--- src/rtl/clk_div_ctrl_if.sv ---
// Rate-configuration handshake between control logic (master) and the divider (slave).
interface clk_div_ctrl_if #(
  parameter int W = 27
);
  logic         cfg_valid;
  logic [W-1:0] cfg_half;
  logic         cfg_ready;

  modport master (output cfg_valid, output cfg_half, input  cfg_ready);
  modport slave  (input  cfg_valid, input  cfg_half, output cfg_ready);
endinterface

--- src/rtl/clk_div_ctrl.sv ---
// Run/stop divided-clock generator with a rate port whose updates land only on
// full-period boundaries, so consumers never see a runt pulse.
module clk_div_ctrl #(
  parameter int W            = 27,
  parameter int DEFAULT_HALF = 50000000
) (
  input  logic           clk_in,
  input  logic           rst,
  input  logic           en,
  clk_div_ctrl_if.slave  cfg,
  output logic           clk_out,
  output logic           tick,
  output logic           busy,
  output logic           err
);

  typedef enum logic [1:0] {IDLE, RUN, STOP} state_t;

  state_t       state_q;
  logic [W-1:0] cnt_q, half_q, pend_q;
  logic         clk_q, tick_q, busy_q, err_q, rdy_q;

  logic acc, acc_ok, bnd, count, fall, to_idle, idle_now;

  always_comb begin
    acc      = cfg.cfg_valid && rdy_q;
    acc_ok   = acc && (cfg.cfg_half != '0);
    bnd      = cnt_q >= half_q;
    // STOP keeps counting only to finish a high phase, or when re-armed by en
    count    = (state_q == RUN) || ((state_q == STOP) && (en || clk_q));
    fall     = count && bnd && clk_q;
    to_idle  = (state_q == STOP) && !en && (!clk_q || bnd);
    idle_now = (state_q == IDLE) || to_idle;
  end

  always_ff @(posedge clk_in or negedge rst) begin
    if (!rst) begin
      state_q <= IDLE;
      cnt_q   <= W'(1);
      half_q  <= W'(DEFAULT_HALF);
      pend_q  <= '0;
      clk_q   <= 1'b0;
      tick_q  <= 1'b0;
      busy_q  <= 1'b0;
      err_q   <= 1'b0;
      rdy_q   <= 1'b1;
    end else begin
      err_q  <= acc && !acc_ok;
      tick_q <= count && bnd && !clk_q;

      unique case (state_q)
        IDLE:    if (en) state_q <= RUN;
        RUN:     if (!en) state_q <= STOP;
        STOP:    if (en) state_q <= RUN;
                 else if (to_idle) state_q <= IDLE;
        default: state_q <= IDLE;
      endcase

      if (count) begin
        if (bnd) begin
          cnt_q <= W'(1);
          clk_q <= ~clk_q;
        end else begin
          cnt_q <= cnt_q + W'(1);
        end
      end else begin
        cnt_q <= W'(1);
        clk_q <= 1'b0;
      end

      // Counter is parked at 1 whenever idle_now holds, so a direct write is safe.
      // rdy_q gates acceptance, so acc_ok and busy_q are never both set.
      if (acc_ok && idle_now) begin
        half_q <= cfg.cfg_half;
      end else if (acc_ok) begin
        pend_q <= cfg.cfg_half;
        busy_q <= 1'b1;
        rdy_q  <= 1'b0;
      end else if (busy_q && (fall || to_idle)) begin
        half_q <= pend_q;
        busy_q <= 1'b0;
        rdy_q  <= 1'b1;
      end
    end
  end

  assign clk_out       = clk_q;
  assign tick          = tick_q;
  assign busy          = busy_q;
  assign err           = err_q;
  assign cfg.cfg_ready = rdy_q;

endmodule

--- src/flat_wrapper.sv ---
// flat-port wrapper written by rule: the top's interface ports become plain ports
module clk_div_ctrl_flat 
#(
  parameter int W            = 27,
  parameter int DEFAULT_HALF = 50000000
)
  (clk_in, rst, en, clk_out, tick, busy, err, cfg_cfg_valid, cfg_cfg_half, cfg_cfg_ready);
  clk_div_ctrl_if #(.W(W)) cfg_i ();
  input  logic clk_in;
  input  logic rst;
  input  logic en;
  output logic clk_out;
  output logic tick;
  output logic busy;
  output logic err;
  input wire logic [$bits(cfg_i.cfg_valid)-1:0] cfg_cfg_valid;
  input wire logic [$bits(cfg_i.cfg_half)-1:0] cfg_cfg_half;
  output wire logic [$bits(cfg_i.cfg_ready)-1:0] cfg_cfg_ready;
  assign cfg_i.cfg_valid = cfg_cfg_valid;
  assign cfg_i.cfg_half = cfg_cfg_half;
  assign cfg_cfg_ready = cfg_i.cfg_ready;
  clk_div_ctrl #(.W(W), .DEFAULT_HALF(DEFAULT_HALF)) u_core (.clk_in(clk_in), .rst(rst), .en(en), .cfg(cfg_i), .clk_out(clk_out), .tick(tick), .busy(busy), .err(err));
endmodule
--- config.mk ---
export PLATFORM = sky130hd
export DESIGN_NAME = clk_div_ctrl_flat
export DESIGN_NICKNAME = d
export VERILOG_FILES = /design/src/rtl/clk_div_ctrl_if.sv /design/src/rtl/clk_div_ctrl.sv /design/src/flat_wrapper.sv
export SDC_FILE = /design/constraint.sdc
export NUM_CORES = 1
export LEC_CHECK = 0
export ABC_AREA = 1
export ABC_CLOCK_PERIOD_IN_PS = 2420
export CELL_PAD_IN_SITES_DETAIL_PLACEMENT = 1
export CELL_PAD_IN_SITES_GLOBAL_PLACEMENT = 1
export CORE_ASPECT_RATIO = 1.4
export CORE_MARGIN = 2
export CORE_UTILIZATION = 40
export CTS_BUF_LIST = sky130_fd_sc_hd__clkbuf_8
export CTS_CLUSTER_SIZE = 25
export DETAILED_ROUTE_END_ITERATION = 10
export PLACE_DENSITY_LB_ADDON = 0.25
export SKIP_CTS_REPAIR_TIMING = 1
export SLEW_MARGIN = 0
export SYNTH_ARGS = -nofsm -noshare
export SYNTH_HDL_FRONTEND = slang
export SYNTH_SLANG_ARGS = --single-unit
--- constraint.sdc ---
create_clock -name clk_in -period 2.42 [get_ports clk_in]
set_clock_uncertainty 0.05 [all_clocks]
set_input_delay 0.363 -clock clk_in [delete_from_list [all_inputs] [get_ports clk_in]]
set_output_delay 0.363 -clock clk_in [all_outputs]
set_load 0.02 [all_outputs]
==> results.toml <==
[synthesis]
syn_area_sq_um = 5070
synth.distinct_cells = 34
synthCells = 655
synth.avg_cell_area_sq_um = 7.75
ys_seq_area_share_pct = 43.7
syn-num-nets = 714
synth_area_leader_cell = "dfrtp_1"
synth_area_leaders = "dfrtp_1 36%, nand2_1 19%, dfstp_2 7.3%, ha_1 6.9%, nand3_1 5.4%"
synth_warnings = 0
yosys_register_bits = 88
synth_top_cell_area_share_pct = 36.5

[min_path]
hold_class = "register to register"

[timing]
fmax_mhz = 382
drv_slew = 0
rsz0062_at_grt = "true"
setup_tns_ns = -6.26
post-route-period-util_pct = 108
holdWs_ns = 0.433
fin_ws_ns = -0.198
setup_viol = 57
fin_crit_ns = 2.62
relSlewSlack_pct = 55.8
tightestPinTransition_ns = 0.663
hold_viol_final = 0

[pwr]
p_leak_nw = 3.31
ir_drop_v = 0.000246
power.total_mw = 2.62
p_int_mw = 1.95
seq_power_share_pct = 56.7
netSwitchingPower_uw = 665
pwr-share-comb_pct = 7.3
power_frac_clock_pct = 36.0
swShare_pct = 25.4
power_density_nw_per_um2 = 387

[cells_and_area]
most-common-layout-cells = "217 x nand2_1, 73 x dfrtp_1, 53 x nand3_1"
syn2layout_area_growth_pct = 33.3
final_cells = 902
design_area_sq_um = 6760
diodes = 0
final_common_cell = "nand2_1"
final_core_util_pct = 54.7
drive_gt1_share_pct = 28.1
layout.nets = 806

[route]
post_drt_wl_per_cell_um = 17.7
dr.pass1.iters = 4
via_count = 4688
finalWirelength_um = 16000
drc_errors = 0
initialDrtViolationCount = 153
via_per_inst = 5.20
antenna_left = 0

[run_status]
violations = "setup timing"
status = "finished with violations"

[worst_setup_path]
reg2reg_to = "u_core.half_q[18]"
slowest_delay_ns = 0.54
end_kind = "register"
cp_slowest_cell = "dfstp_2"
setup.worst_path.end = "u_core.half_q[18]"
crit_cells = 17
required_ns = 2.64
path_max_fanout = 7
cp-startpoint = "u_core.half_q[21]"
reg2reg_depth = 17
reg2reg_from = "u_core.half_q[21]"
cpLargestDelayFamily = "simple AND/OR/NAND/NOR gates"
worst_setup_path_start_kind = "register"
crit_buf_inv = 3
regToRegSetupSlack_ns = -0.20
path_class = "register to register"
path_cells = "inv_1, ha_4, nand2_4, inv_1, nand2_1, nand2_2, a21oi_2, nand2_1, nor2_2, nand3_2, nand2_4, nand2_4, nand2_8, buf_4, nand2_4, nand2_1, nand2_1"
arrival_ns = 2.84

[die]
die_h_um = 137
fp.dieArea_sq_um = 13600
die_w_um = 99.2
floorplan.initialDensity_pct = 41.0
rows = 48
ios = 36
core-area_sq_um = 12400

[cts]
insertion_delay_ns = 0.38
cts-root-buf = "clkbuf_8"
cts_buffers = 9
h-tree-depth = 3
cts.sinks = 88
clock_path_buffers = 2
cts_tree = "built"
clk_pin_slew_ns = 0.09

[global_route]
grt_pass1_wl_um = 23100
grt_pass1_vias = 4918
grt_max_degree = 47
grt_overflow = 0
grt_usage_pct = 21.1
antenna_found_initial = 0

[place]
hpwl_um = 10300
placed_cells = 862
place.gp.congestion = 0.854
placed_area_sq_um = 5910
io_buffers = 35
place_ws_ns = -0.151

[flow_run]
maxCapViolations = 0
worst min-delay path: cells and delay by family, from the launching register on:
| kind | cells | cell delay [ns] |
|---|---|---|
| flops | 1 | 0.35 |
| simple gates | 2 | 0.10 |
sequential cells by signal (all words and copies together) (netlist names):
name	flops
u_core.tick	1
u_core.state_q	2
u_core.busy	1
u_core.pend_q	27
u_core.cnt_q	27
u_core.cfg.cfg_ready	1
u_core.err	1
u_core.half_q	27
u_core.clk_out	1
worst min-delay path by stage:
stage / cells past startpoint / slack (ns) / start / endpoint
detailed placement: 1 / 0.37 / rst / u_core.cnt_q[2]
global placement: 1 / 0.37 / rst / u_core.cnt_q[2]
CTS: 1 / -0.04 / rst / u_core.cnt_q[2]
floorplan: 0 / 0.02 / rst / u_core.busy
global route: 2 / 0.47 / u_core.half_q[7] / u_core.half_q[7]
finish: 2 / 0.43 / u_core.pend_q[7] / u_core.pend_q[7]
cell families (layout without fill, tap and decap cells):
family	count (synthesis)	count (layout)	synth area share [%]
AND/OR/NAND/NOR	416	419	36.4
buffers and inverters	80	174	7.18
XOR/XNOR	16	16	2.76
flip-flops	88	88	43.7
AO/OA/AOI/OAI	27	27	2.98
adder cells (fa/ha/maj)	28	28	6.91
power groups by stage:
| stage | registers (mW) | clock network [mW] | logic [mW] |
|---|---|---|---|
| 3_3_place_gp | 1.51 | 0 | 0.183 |
| 2_1_floorplan | 1.51 | 0 | 0.0350 |
| 3_5_place_dp | 1.51 | 0 | 0.186 |
| 4_1_cts | 1.48 | 0.962 | 0.187 |
| 5_1_grt | 1.49 | 1.01 | 0.207 |
| 6_report | 1.48 | 0.942 | 0.192 |
metal layers:
metal,part of all wire [%],global-route usage (%)
met1,41,26.2
met2,56,37.5
met3,2.1,2.79
met4,1.5,7.61
met5,0,0
synth_stat cells:
cell type / count
nand2_1: 261
dfrtp_1: 74
inv_1: 55
nand3_1: 55
nor2_1: 52
ha_1: 28
a21oi_1: 16
dfstp_2: 14
nand3_2: 13
buf_2: 9
xor2_1: 9
xnor2_1: 7
nor4_1: 6
buf_6: 5
nand4_1: 5
nor3_1: 5
buf_4: 4
nor2_2: 4
nor3_2: 4
o21a_1: 4
o21ai_0: 4
inv_2: 3
nand2_2: 3
buf_1: 2
clkbuf_1: 2
nand2_4: 2
o22ai_1: 2
and3_1: 1
nand2_8: 1
nor2_4: 1
nor3_4: 1
nor3b_1: 1
o21ai_2: 1
or2_2: 1
layout make-up:
class                   count  area [sq um]
clock buffers              10           138
clock inverters             6          27.5
fillers                  1503          5610
inverters                  58           220
multi-input cells         490          2940
flip-flops and latches     88          2220
well taps                 150           188
repair buffers            100          1030
Power figures use the tool's default switching activity.
